==> src/rtl/regfile_wb_arbiter_if.sv <==
// Write-back request bus: two requesters (ALU path, load path) into the arbiter.
interface regfile_wb_arbiter_if #(
  parameter int DATA_W = 32,
  parameter int ADDR_W = 5
);
  logic              req0_valid;
  logic [ADDR_W-1:0] req0_addr;
  logic [DATA_W-1:0] req0_data;
  logic              req0_ready;
  logic              req1_valid;
  logic [ADDR_W-1:0] req1_addr;
  logic [DATA_W-1:0] req1_data;
  logic              req1_ready;

  modport master (
    output req0_valid, req0_addr, req0_data,
    input  req0_ready,
    output req1_valid, req1_addr, req1_data,
    input  req1_ready
  );

  modport slave (
    input  req0_valid, req0_addr, req0_data,
    output req0_ready,
    input  req1_valid, req1_addr, req1_data,
    output req1_ready
  );
endinterface

==> src/rtl/regfile_wb_arbiter.sv <==
// Round-robin write-back arbiter for a register file, with a pending-write
// scoreboard that flags source operands whose producer has not yet written back.
module regfile_wb_arbiter #(
  parameter int DATA_W = 32,
  parameter int ADDR_W = 5
) (
  input  logic              clk,
  input  logic              rst,
  regfile_wb_arbiter_if.slave wb,
  input  logic              issue_valid,
  input  logic [ADDR_W-1:0] issue_rd,
  input  logic [ADDR_W-1:0] chk_a1,
  input  logic [ADDR_W-1:0] chk_a2,
  output logic              busy_a1,
  output logic              busy_a2,
  output logic              we3,
  output logic [ADDR_W-1:0] a3,
  output logic [DATA_W-1:0] wd3
);
  localparam int NREG = 2 ** ADDR_W;

  typedef enum logic {LAST_REQ0, LAST_REQ1} last_t;

  last_t             last_grant;
  logic [NREG-1:0]   pending;
  logic [NREG-1:0]   pending_next;
  logic              grant0;
  logic              grant1;
  logic              xfer;
  logic [ADDR_W-1:0] xaddr;
  logic [DATA_W-1:0] xdata;

  // On a tie the channel that did not win last time is granted.
  always_comb begin
    grant0 = 1'b0;
    grant1 = 1'b0;
    if (!rst) begin
      if (wb.req0_valid && (!wb.req1_valid || last_grant == LAST_REQ1))
        grant0 = 1'b1;
      else if (wb.req1_valid)
        grant1 = 1'b1;
    end
  end

  assign wb.req0_ready = grant0;
  assign wb.req1_ready = grant1;
  assign xfer  = grant0 | grant1;
  assign xaddr = grant0 ? wb.req0_addr : wb.req1_addr;
  assign xdata = grant0 ? wb.req0_data : wb.req1_data;

  // Clear first, then set, so a same-cycle issue to the written register wins.
  always_comb begin
    pending_next = pending;
    if (xfer)
      pending_next[xaddr] = 1'b0;
    if (issue_valid && issue_rd != '0)
      pending_next[issue_rd] = 1'b1;
  end

  always_ff @(posedge clk) begin
    if (rst) begin
      we3        <= 1'b0;
      a3         <= '0;
      wd3        <= '0;
      pending    <= '0;
      last_grant <= LAST_REQ1;
    end else begin
      we3     <= xfer && (xaddr != '0);
      pending <= pending_next;
      if (xfer) begin
        a3         <= xaddr;
        wd3        <= xdata;
        last_grant <= grant1 ? LAST_REQ1 : LAST_REQ0;
      end
    end
  end

  // The in-flight write counts as busy until the register file has captured it.
  always_comb begin
    busy_a1 = (chk_a1 != '0) && (pending[chk_a1] || (we3 && a3 == chk_a1));
    busy_a2 = (chk_a2 != '0) && (pending[chk_a2] || (we3 && a3 == chk_a2));
  end
endmodule
==> src/flat_wrapper.sv <==
// flat-port wrapper written by rule: the top's interface ports become plain ports
module regfile_wb_arbiter_flat 
#(
  parameter int DATA_W = 32,
  parameter int ADDR_W = 5
)
  (clk, rst, issue_valid, issue_rd, chk_a1, chk_a2, busy_a1, busy_a2, we3, a3, wd3, wb_req0_valid, wb_req0_addr, wb_req0_data, wb_req0_ready, wb_req1_valid, wb_req1_addr, wb_req1_data, wb_req1_ready);
  regfile_wb_arbiter_if #(.DATA_W(DATA_W), .ADDR_W(ADDR_W)) wb_i ();
  input  logic clk;
  input  logic rst;
  input  logic issue_valid;
  input  logic [ADDR_W-1:0] issue_rd;
  input  logic [ADDR_W-1:0] chk_a1;
  input  logic [ADDR_W-1:0] chk_a2;
  output logic busy_a1;
  output logic busy_a2;
  output logic we3;
  output logic [ADDR_W-1:0] a3;
  output logic [DATA_W-1:0] wd3;
  input wire logic [$bits(wb_i.req0_valid)-1:0] wb_req0_valid;
  input wire logic [$bits(wb_i.req0_addr)-1:0] wb_req0_addr;
  input wire logic [$bits(wb_i.req0_data)-1:0] wb_req0_data;
  output wire logic [$bits(wb_i.req0_ready)-1:0] wb_req0_ready;
  input wire logic [$bits(wb_i.req1_valid)-1:0] wb_req1_valid;
  input wire logic [$bits(wb_i.req1_addr)-1:0] wb_req1_addr;
  input wire logic [$bits(wb_i.req1_data)-1:0] wb_req1_data;
  output wire logic [$bits(wb_i.req1_ready)-1:0] wb_req1_ready;
  assign wb_i.req0_valid = wb_req0_valid;
  assign wb_i.req0_addr = wb_req0_addr;
  assign wb_i.req0_data = wb_req0_data;
  assign wb_req0_ready = wb_i.req0_ready;
  assign wb_i.req1_valid = wb_req1_valid;
  assign wb_i.req1_addr = wb_req1_addr;
  assign wb_i.req1_data = wb_req1_data;
  assign wb_req1_ready = wb_i.req1_ready;
  regfile_wb_arbiter #(.DATA_W(DATA_W), .ADDR_W(ADDR_W)) u_core (.clk(clk), .rst(rst), .wb(wb_i), .issue_valid(issue_valid), .issue_rd(issue_rd), .chk_a1(chk_a1), .chk_a2(chk_a2), .busy_a1(busy_a1), .busy_a2(busy_a2), .we3(we3), .a3(a3), .wd3(wd3));
endmodule
==> config.mk <==
export PLATFORM = sky130hd
export DESIGN_NAME = regfile_wb_arbiter_flat
export DESIGN_NICKNAME = d
export VERILOG_FILES = /design/src/rtl/regfile_wb_arbiter_if.sv /design/src/rtl/regfile_wb_arbiter.sv /design/src/flat_wrapper.sv
export SDC_FILE = /design/constraint.sdc
export NUM_CORES = 1
export LEC_CHECK = 0
export CORE_MARGIN = 2
export CORE_UTILIZATION = 46
export CTS_CLUSTER_DIAMETER = 30
export CTS_CLUSTER_SIZE = 40
export DETAILED_ROUTE_END_ITERATION = 8
export PLACE_DENSITY_LB_ADDON = 0.25
export SKIP_CTS_REPAIR_TIMING = 1
export SYNTH_ARGS = -nofsm -noshare
export SYNTH_HDL_FRONTEND = slang
export SYNTH_SLANG_ARGS = --single-unit
==> constraint.sdc <==
create_clock -name clk -period 3 [get_ports clk]
set_input_delay 0.6 -clock clk [delete_from_list [all_inputs] [get_ports clk]]
set_output_delay 0.6 -clock clk [all_outputs]
set_load 0.02 [all_outputs]
== After elaboration in Yosys (flattened, before gate mapping) ==
Index checks and enable logic that the tools add are counted.
W data, S select, Z words.

* Register bits after elaboration: 71
* Input bits: 94
* Output and inout port bits: 42
* Logic and storage cells: 52

* Order comparisons: 6
* Eq/ne operators: 2
* Mux-type cells: 18
* Bitwise gates (word level): 4
* Reduce and logical (&&, ||, !) cells: 17

{| class="wikitable"
|+ Operators with widths
! kind !! count
|-
| $mux W32 || 3
|-
| $and A32 B32 Y32 || 1
|-
| $not A32 Y32 || 1
|-
| $or A32 B32 Y32 || 1
|-
| $lt A5 B6 Y1 const B || 4
|-
| $reduce_bool A5 Y1 || 4
|-
| $bmux W1 S5 || 2
|-
| $demux W1 S5 || 2
|-
| $eq A5 B5 Y1 || 2
|-
| $ge A5 B1 Y1 const B || 2
|-
| $mux W1 || 10
|-
| $logic_and A1 B1 Y1 || 9
|-
| $mux W5 || 1
|-
| $logic_or A1 B1 Y1 || 3
|-
| $logic_not A1 Y1 || 1
|-
| $or A1 B1 Y1 || 1
|}

== Longest topological paths before layout ==
* Depth after elaboration: 15
* Depth in mapped cells: 9
* Gate-level depth less buffers: 5

== Worst setup path before layout ==
Ideal clock, no wire load.

* Path kind: input port to output port
* Start point: input chk_a2[0]
* End point: output busy_a2
* Arrival: 2188 ps
* Path slack: 212 ps
* Cell stages on the path: 5
* Path buffers: 1
* Path through: buf_2 > mux4_2 > mux2_2 > a2111oi_0 > a211oi_1

* Word-level cells in the longest chain between the ends: 4
* Elaborated cells on any way between the ends: 7
* Classes of those cells: eq/ne (1); mux (2); reduce/logical (4)

{| class="wikitable"
|+ Ends and longest elaborated chain
! item !! RTL line !! RTL
|-
| start, declared || flat_wrapper.sv:14 || <nowiki>input logic [ADDR_W-1:0] chk_a2;</nowiki>
|-
| $bmux W1 S5 / $eq A5 B5 Y1 (equally long branches) || regfile_wb_arbiter.sv:81 || <nowiki>busy_a2 = (chk_a2 != '0) && (pending[chk_a2] || (we3 && a3 == chk_a2));</nowiki>
|-
| $mux W1 (not written as such) / $logic_and A1 B1 Y1 (equally long branches) || regfile_wb_arbiter.sv:81 ||
|-
| $logic_or A1 B1 Y1 || regfile_wb_arbiter.sv:81 ||
|-
| $logic_and A1 B1 Y1 * || regfile_wb_arbiter.sv:81 ||
|-
| end, declared || flat_wrapper.sv:16 || <nowiki>output logic busy_a2;</nowiki>
|}

Every way passes the cells marked *; elsewhere a longest branch is shown, timed or not. The select of a mux whose other input is x is not followed.

== Final worst setup path ==
Ends and elaborated chain as after synthesis.

==> implementation parameters <==
Parameter                              Value

Run status
  Result of the run ... completed

Job
  Number of max-cap violations ... 0

GRT
  GRT overflow ... 0
  First-pass GRT wire length ... 18400 µm
  Overall track demand over capacity in global routing ... 25.8%
  Number of global-route vias before repair ... between 3000 and 4000
  Maximum number of pins on one net before global-route repair ... 71
  Antenna violations before repair ... 0

Logic synthesis
  Number of nets produced by synthesis ... 552
  Post-synthesis sequential area ratio ... 36.4%
  Post-synth EDFFs ... 0
  Share of the synthesized area in the top cell type ... 36.4%
  Flip-flop cell with the highest count after synthesis ... sky130_fd_sc_hd__dfxtp_1
  Post-synthesis async set-or-reset flop share ... 0%
  Avg Synthesized Cell Area ... 8.52 µm²
  Number of distinct library cells after synthesis ... 46
  Leading area contributor after synthesis ... sky130_fd_sc_hd__dfxtp_1
  Number of flip-flops and latches in the synthesized netlist ... 71
  Synthesized area ... just under 4000 µm²
  Synth Warn # ... 0
  Number of cells produced by synthesis ... 458
  Main area contributors after synthesis ... sky130_fd_sc_hd__dfxtp_1 36%, sky130_fd_sc_hd__nand2_1 10%, sky130_fd_sc_hd__mux4_2 8.7%

Setup path
  Startpoint-to-endpoint class of the critical path ... input port to output port
  Maximum fanout along the worst path ... 8
  Cell seen most often among critical-path stages ... sky130_fd_sc_hd__buf_4
  Worst path cell trace ... dlymetal6s2s_1 -> buf_6 -> buf_4 -> buf_4 -> xor2_1 -> nor4_1 -> and3_2 -> a2111oi_4 -> a211oi_1 -> buf_2
  Sort of element at the end of the critical path ... output port
  Largest incremental delay on the critical path ... 290 ps
  Startpoint type of the worst setup path ... input port
  CP Data Required Time ... 2400 ps
  Data arrival at the endpoint of the critical path ... 2310 ps
  Critical Path Slowest Stage Cell ... sky130_fd_sc_hd__and3_2

Timing
  Worst Skew ... approximately 11 ps
  Fmax ... around 340 MHz
  Actual slew at the worst max-slew pin ... 962 ps
  Post-route clock period utilization ... 97.0%
  Number of pins with negative max-slew slack in the final report ... 0
  Count of final hold-check violations ... 0
  Tmin final ... 2910 ps
  Final setup violation count ... 0
  Remaining max-slew budget at the tightest pin ... between 30 and 40%

Power and ir drop
  Ratio of total power to cell area ... 398 nW/µm²
  Total power draw ... 0.00227 W
  Worst IR drop on VDD ... 0.221 mV
  Static leakage power ... 2.09 nW

Place
  Weighted congestion at the end of routability-driven global placement ... 0.942
  Buffers added on ports ... around 140
  Placed wire-length estimate after detailed placement ... roughly 9000 µm

Finish
  Share of layout cells above drive strength 1 ... 14.0%
  Signed area change from the synthesized netlist to the final layout ... 46.2%
  Filler cell count in the final layout ... roughly 650
  Net count reported at finish ... 691
  N_diodes ... 0
  Final Util ... between 60% and 70%

CTS
  Clock Pin Slew Worst Setup and Hold Paths ... 70 ps
  Number of CTS-inserted buffers ... 9
  Total number of H-tree levels ... 3
  Buffer levels on the longest clock path ... 2
  Skew-Pair Late Insertion Delay ... 350 ps
  CTS root buf ... sky130_fd_sc_hd__clkbuf_8
  CTS sink count ... a little over 70
  Clock tree from TritonCTS ... yes

Floorplan
  Number of rows in the core area ... 33
  Area of the die ... 9240 µm²
  Core Box Area ... roughly 8200 µm²
  Number of ports placed on the die boundary ... 136
  Die extent in x ... 96.1 µm
  Starting utilization of the core area ... 47.5%
  Chip Height ... 96.1 µm

Detailed routing
  Antenna-violating nets left ... 0
  Via-to-Cell Ratio ... 5.93
  Vias post-DR ... 4190
  DR DRC count ... 0
  DRT Pass-1 Iters ... 7
  First-iteration detailed-routing DRC count ... 469
  Wirelength, routed ... roughly 13000 µm
  Routed length per instance ... 18.2 µm

Min path
  Hold Path Class ... register to register
## sequential cells by signal, indices dropped and copies added, names as in the netlist
name / count
u_core.pending: 32
u_core.wd3: 32
u_core.a3: 5
u_core.last_grant: 1
u_core.we3: 1
## power breakdown
group	internal [W]	leakage (nW)	switching, W
Sequential	0.000991	0.581	0.0000334
Combinational	0.000296	1.43	0.000283
Clock	0.000295	0.0781	0.000370
## worst max-delay path, delay by kind of cell
kind,cells,cell delay [ps]
XOR/XNOR,1,140
AND/OR/NAND/NOR,2,530
AO/OA/AOI/OAI,2,290
buffers and inverters,5,760
## through the flow
stage / instance area (µm²) / std cells / setup TNS [ps] / hold WS (ps) / worst slack [ps]
5_1_grt: 5710 / 707 / -89.7 / 508 / -89.7
3_5_place_dp: 5430 / 687 / -1490 / 473 / -719
3_3_place_gp: 5430 / 687 / -1120 / 468 / -690
4_1_cts: 5600 / 703 / -1280 / 485 / -729
2_1_floorplan: 3900 / 458 / 0 / 455 / 212
6_report: 5710 / 707 / 0 / 482 / 89.2
## placed cells by master (no fill, tap or decap), types with 2 or more instances in the layout
cell type / Yosys / layout
sky130_fd_sc_hd__xor2_1: 8 / 8
sky130_fd_sc_hd__a311oi_1: 34 / 34
sky130_fd_sc_hd__or2_2: 2 / 3
sky130_fd_sc_hd__nor4_1: 4 / 4
sky130_fd_sc_hd__nor3b_1: 7 / 7
sky130_fd_sc_hd__mux2_4: 1 / 3
sky130_fd_sc_hd__and3_1: 4 / 3
sky130_fd_sc_hd__clkinv_2: 0 / 3
sky130_fd_sc_hd__nor3_1: 8 / 8
sky130_fd_sc_hd__mux2i_1: 6 / 6
sky130_fd_sc_hd__buf_4: 1 / 26
sky130_fd_sc_hd__xnor2_1: 2 / 2
sky130_fd_sc_hd__nand2_1: 104 / 104
sky130_fd_sc_hd__nor4b_1: 2 / 2
sky130_fd_sc_hd__o2bb2ai_2: 2 / 2
sky130_fd_sc_hd__o211ai_2: 2 / 2
sky130_fd_sc_hd__dfxtp_1: 71 / 71
sky130_fd_sc_hd__clkbuf_8: 0 / 9
sky130_fd_sc_hd__buf_6: 4 / 2
sky130_fd_sc_hd__a211oi_1: 4 / 4
sky130_fd_sc_hd__o21ai_1: 1 / 2
sky130_fd_sc_hd__a31oi_2: 3 / 3
sky130_fd_sc_hd__inv_1: 4 / 4
sky130_fd_sc_hd__and3b_1: 2 / 2
sky130_fd_sc_hd__nor2b_1: 4 / 4
sky130_fd_sc_hd__buf_2: 11 / 2
sky130_fd_sc_hd__mux2i_2: 2 / 2
sky130_fd_sc_hd__o31ai_1: 32 / 32
sky130_fd_sc_hd__a21oi_1: 32 / 32
sky130_fd_sc_hd__buf_12: 0 / 3
sky130_fd_sc_hd__dlymetal6s2s_1: 0 / 6
sky130_fd_sc_hd__mux4_2: 15 / 15
sky130_fd_sc_hd__clkinvlp_4: 0 / 3
sky130_fd_sc_hd__a2111oi_4: 0 / 2
sky130_fd_sc_hd__clkdlybuf4s50_1: 0 / 126
sky130_fd_sc_hd__nand3b_1: 2 / 2
sky130_fd_sc_hd__nor2_1: 46 / 46
## routing by layer
layer | routed length [µm] | vias to the layer above | GRT usage (%) | share of wire [%]
met5 | 0 | - | 0 | 0
met3 | 1280 | 29 | 6.58 | 9.9
li1 | - | 1956 | - | -
met2 | 6340 | 243 | 40.8 | 49
met1 | 4980 | 1962 | 34.7 | 39
met4 | 278 | 0 | 7.98 | 2.2
## path summary, 6_finish.rpt
check | startpoint | endpoint | slack (ps) | cells past startpoint
max | chk_a2[0] | busy_a2 | 90 | 10
min | u_core.wd3[17] | u_core.wd3[17] | 480 | 2
max reg2reg | u_core.last_grant | u_core.pending[31] | 840 | 6
min reg2reg | u_core.wd3[17] | u_core.wd3[17] | 480 | 2
## cell usage after synthesis (2+ instances only)
cell	number
sky130_fd_sc_hd__and3b_1	2
sky130_fd_sc_hd__or2_2	2
sky130_fd_sc_hd__dfxtp_1	71
sky130_fd_sc_hd__a2111oi_0	2
sky130_fd_sc_hd__nor2b_1	4
sky130_fd_sc_hd__mux2_2	2
sky130_fd_sc_hd__a21oi_1	32
sky130_fd_sc_hd__buf_1	3
sky130_fd_sc_hd__clkbuf_1	19
sky130_fd_sc_hd__nor4b_1	2
sky130_fd_sc_hd__inv_1	4
sky130_fd_sc_hd__buf_6	4
sky130_fd_sc_hd__nand2_1	104
sky130_fd_sc_hd__mux4_2	15
sky130_fd_sc_hd__a311oi_1	34
sky130_fd_sc_hd__nor4_1	4
sky130_fd_sc_hd__xor2_1	8
sky130_fd_sc_hd__and3_1	4
sky130_fd_sc_hd__o2bb2ai_2	2
sky130_fd_sc_hd__nor3b_1	7
sky130_fd_sc_hd__o211ai_2	2
sky130_fd_sc_hd__a211oi_1	4
sky130_fd_sc_hd__mux2i_1	6
sky130_fd_sc_hd__xnor2_1	2
sky130_fd_sc_hd__nand3b_1	2
sky130_fd_sc_hd__nor2_1	46
sky130_fd_sc_hd__o31ai_1	32
sky130_fd_sc_hd__nor3_1	8
sky130_fd_sc_hd__a31oi_2	3
sky130_fd_sc_hd__buf_2	11
sky130_fd_sc_hd__mux2i_2	2
## layout make-up
cell class	instances	area (µm²)	area share (%)
Clock inverter	6	37.5	0.658
Clock buffer	10	128	2.24
Multi-Input combinational cell	344	2320	40.7
Inverter	5	18.8	0.329
Tap cell	105	131	2.30
Sequential cell	71	1420	24.9
Timing Repair Buffer	166	1650	28.9
## logic make-up after synthesis
kind of cell           after synthesis  share of synthesized area [%]
AO/OA/AOI/OAI                      117                           22.6
XOR/XNOR                            10                           2.24
AND/OR/NAND/NOR                    191                           21.5
multiplexers                        26                           11.9
flip-flops                          71                           36.4
buffers and inverters               43                           5.35
Note: power is estimated with default switching activity, not from simulation.
